[src/rtl/fdiv_issue_if.sv]
// Operand/result bundle shared by fdiv_issue and its neighbours: producer
// handshake, divide-core operand/quotient path, consumer handshake and busy.
interface fdiv_issue_if #(
    parameter int N     = 32,
    parameter int TAG_W = 4
);
    logic             in_valid;
    logic             in_ready;
    logic [N-1:0]     in_a;
    logic [N-1:0]     in_b;
    logic [TAG_W-1:0] in_tag;
    logic [N-1:0]     core_a;
    logic [N-1:0]     core_b;
    logic [N-1:0]     core_out;
    logic             out_valid;
    logic             out_ready;
    logic [N-1:0]     out_result;
    logic [TAG_W-1:0] out_tag;
    logic [2:0]       out_flags;
    logic             busy;

    // master is the surroundings (producer, core, consumer); slave is fdiv_issue
    modport master (
        output in_valid, in_a, in_b, in_tag, core_out, out_ready,
        input  in_ready, core_a, core_b, out_valid, out_result, out_tag, out_flags, busy
    );

    modport slave (
        input  in_valid, in_a, in_b, in_tag, core_out, out_ready,
        output in_ready, core_a, core_b, out_valid, out_result, out_tag, out_flags, busy
    );
endinterface

[src/rtl/fdiv_issue.sv]
// Issue/retire wrapper around the combinational fdiv core: operand FIFO,
// registered core-operand stage and a sanitised, flagged result stage.
module fdiv_issue #(
    parameter int N     = 32,
    parameter int DEPTH = 4,
    parameter int TAG_W = 4
) (
    input logic        clk,
    input logic        rst,
    fdiv_issue_if.slave bus
);
    localparam int EW = (N == 64) ? 11 : 8;
    localparam int MW = N - 1 - EW;
    localparam int PW = $clog2(DEPTH);
    localparam int CW = $clog2(DEPTH + 1);
    localparam logic [CW-1:0] FULL = CW'(DEPTH);

    logic [N-1:0]     q_a   [DEPTH];
    logic [N-1:0]     q_b   [DEPTH];
    logic [TAG_W-1:0] q_tag [DEPTH];
    logic [PW-1:0]    wr_ptr;
    logic [PW-1:0]    rd_ptr;
    logic [CW-1:0]    count;

    logic             c_valid;
    logic [N-1:0]     c_a;
    logic [N-1:0]     c_b;
    logic [TAG_W-1:0] c_tag;

    logic             r_valid;
    logic [N-1:0]     r_result;
    logic [TAG_W-1:0] r_tag;
    logic [2:0]       r_flags;

    logic push, pop, c_load, r_load;

    assign bus.in_ready = (count < FULL);
    assign push   = bus.in_valid & bus.in_ready;
    assign r_load = c_valid & (!r_valid | bus.out_ready);
    assign c_load = (count != '0) & (!c_valid | r_load);
    assign pop    = c_load;

    // Storage is deliberately not reset; pointers and count define validity.
    always_ff @(posedge clk) begin
        if (push) begin
            q_a[wr_ptr]   <= bus.in_a;
            q_b[wr_ptr]   <= bus.in_b;
            q_tag[wr_ptr] <= bus.in_tag;
        end
    end

    always_ff @(posedge clk) begin
        if (rst) begin
            wr_ptr <= '0;
            rd_ptr <= '0;
            count  <= '0;
        end else begin
            if (push) wr_ptr <= wr_ptr + 1'b1;
            if (pop)  rd_ptr <= rd_ptr + 1'b1;
            if (push & !pop)      count <= count + 1'b1;
            else if (pop & !push) count <= count - 1'b1;
        end
    end

    always_ff @(posedge clk) begin
        if (rst) begin
            c_valid <= 1'b0;
            c_a     <= '0;
            c_b     <= '0;
            c_tag   <= '0;
        end else if (c_load) begin
            c_valid <= 1'b1;
            c_a     <= q_a[rd_ptr];
            c_b     <= q_b[rd_ptr];
            c_tag   <= q_tag[rd_ptr];
        end else if (r_load) begin
            c_valid <= 1'b0;
        end
    end

    logic [EW-1:0] ea, eb;
    logic [MW-1:0] ma, mb;
    logic a_nan, b_nan, a_inf, b_inf, a_zero, b_zero, sgn;
    logic [N-1:0] res;
    logic [2:0]   flags;

    assign ea = c_a[N-2 -: EW];
    assign eb = c_b[N-2 -: EW];
    assign ma = c_a[MW-1:0];
    assign mb = c_b[MW-1:0];
    assign a_nan  = (&ea) & (|ma);
    assign b_nan  = (&eb) & (|mb);
    assign a_inf  = (&ea) & ~(|ma);
    assign b_inf  = (&eb) & ~(|mb);
    // Denormals collapse to zero, so only the exponent matters here.
    assign a_zero = ~(|ea);
    assign b_zero = ~(|eb);
    assign sgn    = c_a[N-1] ^ c_b[N-1];

    always_comb begin
        res   = bus.core_out;
        flags = 3'b000;
        if (a_nan | b_nan | (a_zero & b_zero) | (a_inf & b_inf)) begin
            res   = {1'b0, {EW{1'b1}}, 1'b1, {(MW-1){1'b0}}};
            flags = 3'b101;
        end else if (b_zero & !a_inf) begin
            res   = {sgn, {EW{1'b1}}, {MW{1'b0}}};
            flags = 3'b011;
        end else if (a_inf) begin
            res   = {sgn, {EW{1'b1}}, {MW{1'b0}}};
            flags = 3'b001;
        end else if (a_zero | b_inf) begin
            res   = {sgn, {(N-1){1'b0}}};
            flags = 3'b001;
        end
    end

    always_ff @(posedge clk) begin
        if (rst) begin
            r_valid  <= 1'b0;
            r_result <= '0;
            r_tag    <= '0;
            r_flags  <= '0;
        end else if (r_load) begin
            r_valid  <= 1'b1;
            r_result <= res;
            r_tag    <= c_tag;
            r_flags  <= flags;
        end else if (bus.out_ready) begin
            r_valid  <= 1'b0;
        end
    end

    assign bus.core_a     = c_a;
    assign bus.core_b     = c_b;
    assign bus.out_valid  = r_valid;
    assign bus.out_result = r_result;
    assign bus.out_tag    = r_tag;
    assign bus.out_flags  = r_flags;
    assign bus.busy       = (count != '0) | c_valid | r_valid;
endmodule

[src/flat_wrapper.sv]
// flat-port wrapper written by rule: the top's interface ports become plain ports
module fdiv_issue_flat 
#(
    parameter int N     = 32,
    parameter int DEPTH = 4,
    parameter int TAG_W = 4
)
  (clk, rst, bus_in_valid, bus_in_a, bus_in_b, bus_in_tag, bus_core_out, bus_out_ready, bus_in_ready, bus_core_a, bus_core_b, bus_out_valid, bus_out_result, bus_out_tag, bus_out_flags, bus_busy);
  fdiv_issue_if #(.N(N), .TAG_W(TAG_W)) bus_i ();
  input logic clk;
  input logic rst;
  input wire logic [$bits(bus_i.in_valid)-1:0] bus_in_valid;
  input wire logic [$bits(bus_i.in_a)-1:0] bus_in_a;
  input wire logic [$bits(bus_i.in_b)-1:0] bus_in_b;
  input wire logic [$bits(bus_i.in_tag)-1:0] bus_in_tag;
  input wire logic [$bits(bus_i.core_out)-1:0] bus_core_out;
  input wire logic [$bits(bus_i.out_ready)-1:0] bus_out_ready;
  output wire logic [$bits(bus_i.in_ready)-1:0] bus_in_ready;
  output wire logic [$bits(bus_i.core_a)-1:0] bus_core_a;
  output wire logic [$bits(bus_i.core_b)-1:0] bus_core_b;
  output wire logic [$bits(bus_i.out_valid)-1:0] bus_out_valid;
  output wire logic [$bits(bus_i.out_result)-1:0] bus_out_result;
  output wire logic [$bits(bus_i.out_tag)-1:0] bus_out_tag;
  output wire logic [$bits(bus_i.out_flags)-1:0] bus_out_flags;
  output wire logic [$bits(bus_i.busy)-1:0] bus_busy;
  assign bus_i.in_valid = bus_in_valid;
  assign bus_i.in_a = bus_in_a;
  assign bus_i.in_b = bus_in_b;
  assign bus_i.in_tag = bus_in_tag;
  assign bus_i.core_out = bus_core_out;
  assign bus_i.out_ready = bus_out_ready;
  assign bus_in_ready = bus_i.in_ready;
  assign bus_core_a = bus_i.core_a;
  assign bus_core_b = bus_i.core_b;
  assign bus_out_valid = bus_i.out_valid;
  assign bus_out_result = bus_i.out_result;
  assign bus_out_tag = bus_i.out_tag;
  assign bus_out_flags = bus_i.out_flags;
  assign bus_busy = bus_i.busy;
  fdiv_issue #(.N(N), .DEPTH(DEPTH), .TAG_W(TAG_W)) u_core (.clk(clk), .rst(rst), .bus(bus_i));
endmodule
[config.mk]
export PLATFORM = sky130hd
export DESIGN_NAME = fdiv_issue_flat
export DESIGN_NICKNAME = d
export VERILOG_FILES = /design/src/rtl/fdiv_issue_if.sv /design/src/rtl/fdiv_issue.sv /design/src/flat_wrapper.sv
export SDC_FILE = /design/constraint.sdc
export NUM_CORES = 1
export LEC_CHECK = 0
export ABC_AREA = 1
export CORE_MARGIN = 8
export CORE_UTILIZATION = 34
export CTS_BUF_LIST = sky130_fd_sc_hd__clkbuf_8
export DETAILED_ROUTE_END_ITERATION = 12
export PLACE_DENSITY = 0.54
export SLEW_MARGIN = 10
export SYNTH_ARGS = -nofsm -noshare
export SYNTH_HDL_FRONTEND = slang
export SYNTH_SLANG_ARGS = --single-unit
[constraint.sdc]
create_clock -name clk -period 4.8 [get_ports clk]
set_input_delay 1.2 -clock clk [delete_from_list [all_inputs] [get_ports clk]]
set_output_delay 1.2 -clock clk [all_outputs]
set_load 0.1 [all_outputs]
* After elaboration in Yosys (flattened, before gate mapping)
Memory sizes are Yosys's and may differ from the RTL's. A register that Yosys moved wholly into a read port is not among the register bits.
Cells that the tools add are included.
** Cells by class
- Divide/modulo/power cells :: 0
- Bitwise gates (word level) :: 25
- $lt $le $gt $ge :: 1
- Eq/ne operators :: 0
- Multipliers :: 0
- Mux-type cells :: 16
- Add/sub/neg operators :: 4
- Shift-type cells :: 0
- Reduce and logical (&&, ||, !) cells :: 15
** Operator list (number)
- 2-to-1 mux 32 bit :: 4
- OR reduction 23 bit :: 2
- AND reduction 8 bit :: 2
- OR reduction 8 bit :: 2
- 2-to-1 mux 3 bit :: 5
- AND 1 bit :: 12
- OR 1 bit :: 8
- 2-to-1 mux 1 bit :: 7
- nonzero test 2 bit :: 3
- logical NOT 1 bit :: 5
- adder 2 x 1 -> 2 bit (second input constant) :: 2
- NOT 1 bit :: 4
- adder 3 x 1 -> 3 bit (second input constant) :: 1
- less-than comparator 3 bit (second input constant) :: 1
- nonzero test 3 bit :: 1
- subtractor 3 x 1 -> 3 bit (second input constant) :: 1
- bitwise XOR 1 bit :: 1
** Word-level totals
- Memory bits (read-only) :: 0
- Latch bits :: 0
- Memories :: 3
- Logic and storage cells :: 72
- Output and inout port bits :: 106
- RAM bits :: 272
- Register bits :: 48
- Bits of input ports :: 104
** Memories
- u_core.q_a :: depth 4, width 32, read ports 1, clocked after memory_dff 1, write ports 1, line fdiv_issue.sv:18 : logic [N-1:0] q_a [DEPTH];
- u_core.q_b :: depth 4, width 32, read ports 1, clocked after memory_dff 1, write ports 1, line fdiv_issue.sv:19 : logic [N-1:0] q_b [DEPTH];
- u_core.q_tag :: depth 4, width 4, read ports 1, clocked after memory_dff 1, write ports 1, line fdiv_issue.sv:20 : logic [TAG_W-1:0] q_tag [DEPTH];

* Logic depth before layout (Yosys ltp)
- Depth in word-level cells :: 8
- Gate-level depth with buffers :: 11
- Gate-level depth less buffers :: 10

* Worst setup path after synthesis
No wires, ideal clock.
- Path kind :: in2reg
- Start point :: in bus_in_valid
- End point :: mem u_core.q_a[0][0], enable pin
- Stages :: 2
- Arrival :: 4274 ps
- Buffers on the path :: 0
- Slack :: 31 ps
- Data required time :: 4305 ps
- Setup time :: 495 ps
- Path through :: nand2_1 -> nor2_1
** Between the ends
- Longest elaborated chain between the ends :: 3
** RTL lines
- from (decl) :: line flat_wrapper.sv:12 : input wire logic [$bits(bus_i.in_valid)-1:0] bus_in_valid;
- AND 1 bit :: line fdiv_issue.sv:38 : assign push = bus.in_valid & bus.in_ready;
- 2-to-1 mux 1 bit :: line fdiv_issue.sv:45 : if (push) begin
- 2-to-1 mux 1 bit (implied by the code) :: line fdiv_issue.sv:46 : q_a[wr_ptr] <= bus.in_a;
- to (decl) :: line fdiv_issue.sv:18
Every way passes these cells.

* Worst setup path after layout
- Start point :: reg u_core.count[0]
- End point :: out bus_busy
** Between the ends
- Longest elaborated chain between the ends :: 3
** RTL lines
- from (decl) :: line fdiv_issue.sv:23 : logic [CW-1:0] count;
- from (signal assigned) :: line fdiv_issue.sv:60 : if (push & !pop) count <= count + 1'b1;
- from (signal assigned) :: line fdiv_issue.sv:61 : else if (pop & !push) count <= count - 1'b1;
- nonzero test 3 bit :: line fdiv_issue.sv:140 : assign bus.busy = (count != '0) | c_valid | r_valid;
- OR 1 bit (2 in a row) :: line fdiv_issue.sv:140
- to (decl) :: line flat_wrapper.sv:25 : output wire logic [$bits(bus_i.busy)-1:0] bus_busy;
Every way passes these cells.

==> results.md <==
- Yosys warns: 0
- Fin crit period: 3540 ps
- Min-delay worst type: reg -> reg
- Worst Clk Skew: 24.7 ps
- First-pass GRT wire length: 59500 um
- Post-synth cell types: 29
- Input/output buffers: 209
- Clk sinks: 388
- Final setup viols: 0
- Drt pass-1 iters: 4
- Main combinational cell family by area after synthesis: compound AO/OA/AOI/OAI gates
- CP arrival: 2340 ps
- Final wirelength: around 38000 um
- Crit path capture type: output port
- Share of power burned in registers: 34.8%
- Worst-margin pin slew: ~1100 ps
- Area growth syn-to-layout: 27.4%
- Final Power: roughly 0.014 W
- Critical Path RT: ~3600 ps
- Int Pwr: slightly above 0.007 W
- Crit-path max FO: 3
- DRT iter0 DRCs: between 600 and 700
- Largest net degree at the start of global routing: slightly below 100
- CTS tree: yes
- Max-cap violations: 0
- Post-CTS Setup Bufs: 0
- Vias in the first global route: around 9.9k
- Antenna viol nets, final: 0
- Fin Hold WS: 462 ps
- Drt via density: around 4.8
- Crit start category: flip-flop
- ANT cells: 0
- CTS root buffer: clkbuf_8
- Crit-path cells: nor3_2 > nand2_1 > clkdlybuf4s50_1
- Synthesized flop and latch total: 388
- Grt total ovfl: 0
- Worst-skew pair later-pin latency: 600 ps
- Synth Net Count: 1377
- CP peak stage delay: 1160 ps
- Clock buffer depth: 3
- Setup TNS: 0 ps
- Compound-Gate Fraction of Synth Area: about an eighth
- Fin crit share: between 70% and 80%
- TritonCTS Buffers: approximately 70
- # hold bufs at CTS: 0
- Combinational share of power: about 44%
- # rows: 76
- XOR/XNOR share of the synthesized area: 0.120%
- Core area: around 43000 um2
- Antenna violations before repair: 0
- Die area: around 50000 um2
- Pwr/cell area: roughly 740 nW/um2
- Synth area leader: edfxtp_1
- Max-slew headroom: a little over a quarter
- Clk slew on worst S/H paths: ~60 ps
- Max IR drop VDD: approximately 0.53 mV
- Critical path type: reg -> out
- Cell count after synthesis: between 1k and 1.5k
- Post-CTS sizing: 0
- Switching share of total power: between 40 and 50%
- Max Clk Rate: between 200 and 300 MHz
- Cell Area, Synth: around 15000 um2
- Switch Pwr: roughly 0.0065 W
- Top-area cell type share of the netlist area: a little under three fifths
- # H-tree levels: 3
- RSZ-0062 raised after global routing: no
- GRT Util Overall: between 15 and 20%
- Status: finished, final reports clean
- Net count reported at finish: about 1.6k
- Post-Synth Simple-Gate Area: 11.9%
- Residual DRC: 0
- Synthesized area per cell: between 10 and 15 um2
- DR vias: 9999
- Share of layout cells above drive strength 1: a little over a tenth
- Max Slew Vio Count: 0
- Adder-Cell Fraction of Synth Area: 0.566%
- WL/cell: 18.4 um
- Detailed placer's ending HPWL: 22700 um
- Placer Congestion: ~0.74
- P_leak: between 6 and 7 nW
- I/O pin total: 210
- Die H: around 220 um
- Final Hold Violating Endpoints: 0
- Register area share after synthesis: a little under three quarters
- Multiplexer share of the synthesized area: 0%
- Die width: about 220 um
- Synth area leaders: edfxtp_1, dfxtp_1, nor2_1, o21ai_0, a31oi_1
- Clk pwr share: 21.3%
- Starting density of the core: between 30% and 40%
- Slowest cell on crit path: clkdlybuf4s50_1
## layout make-up
type,instances,area (um2)
well taps,546,683
multi-input cells,776,3690
fillers,3977,24100
repair buffers,227,2290
flip-flops and latches,388,10500
inverters,24,95.1
clock inverters,46,253
clock buffers,78,1070
## logic make-up after synthesis
logic type / after synthesis
flip-flops: 388
AO/OA/AOI/OAI: 336
XOR/XNOR: 2
buffers and inverters: 103
AND/OR/NAND/NOR: 432
adder cells (fa/ha/maj): 6
## power by group through the flow
stage	clock (W)	sequential, W	combinational (W)
2_1_floorplan	0	0.00726	0.00200
3_5_place_dp	0	0.00485	0.00608
6_report	0.00292	0.00477	0.00601
5_1_grt	0.00318	0.00486	0.00646
4_1_cts	0.00302	0.00479	0.00609
3_3_place_gp	0	0.00485	0.00606
## placed cells by master, fill, tap and decap left out, drive strengths merged, types with 2 or more instances in the layout
cell           instances
o21ai                224
nand4                  4
a21oi                 42
buf                   18
a31oi                 68
nand3                  7
clkinvlp               2
nand2                 77
inv                   52
edfxtp               272
nor2                 343
clkbuf                78
ha                     5
clkinv                14
dfxtp                116
bufinv                 2
clkdlybuf4s50        209
## state kept, by name, indices dropped and copies added (netlist names)
register               count
u_core.q_a               128
u_core.q_b               128
u_core.bus.core_a         32
u_core.bus.core_b         32
u_core.bus.out_result     32
u_core.q_tag              16
u_core.bus.out_tag         4
u_core.c_tag               4
u_core.bus.out_flags       3
u_core.count               3
u_core.rd_ptr              2
u_core.wr_ptr              2
u_core.bus.out_valid       1
u_core.c_valid             1
## synthesized netlist by cell type
master,n
nand4_1,4
nor2_2,4
nand3_1,6
inv_1,22
a21oi_1,27
edfxtp_1,272
a21oi_2,14
dfxtp_1,116
buf_8,1
nor3_2,1
nand2_2,21
o21a_1,1
nor2_4,1
buf_2,22
inv_2,2
nand3_4,1
buf_6,1
nand2_1,56
clkbuf_1,52
fa_1,1
a31oi_1,68
a21oi_4,1
xnor2_1,1
buf_1,3
o211ai_1,1
xor2_1,1
nor2_1,338
o21ai_0,224
ha_1,5
## per-layer routing
metal / share of wire, % / wire [um] / track usage (%) / up-vias
met2: 46 / 17900 / 24.7 / 272
met5: 0 / 0 / 0 / -
met1: 45 / 17300 / 20.0 / 4771
met4: 1.8 / 694 / 4.91 / 0
li1: - / - / - / 4900
met3: 6.8 / 2610 / 4.19 / 56
## stage by stage
stage	setup WS, ps	area [um2]	instances	utilization [%]
after detailed placement	1460	17300	1961	40.4
after global placement	1450	17300	1961	40.4
after global routing	1120	18600	2085	43.5
final	1260	18600	2085	43.5
after floorplan	30.7	14600	1267	-
after CTS	1160	18600	2085	43.5
## worst paths after layout
check        cells after the start                         to  slack [ps]                startpoint
min reg2reg                      2   u_core.bus.out_result[5]         460  u_core.bus.out_result[5]
max                              3                   bus_busy        1260           u_core.count[0]
max reg2reg                     10  u_core.bus.out_result[10]        2230     u_core.bus.core_b[15]
min                              2   u_core.bus.out_result[5]         460  u_core.bus.out_result[5]
## critical path: cells and delay by family (launching register included)
kind / cells / cell delay, ps
buffers and inverters: 1 / 1160
and+or+nand+nor: 2 / 180
DFF: 1 / 410
No activity file was read; power rests on OpenSTA's default activity.
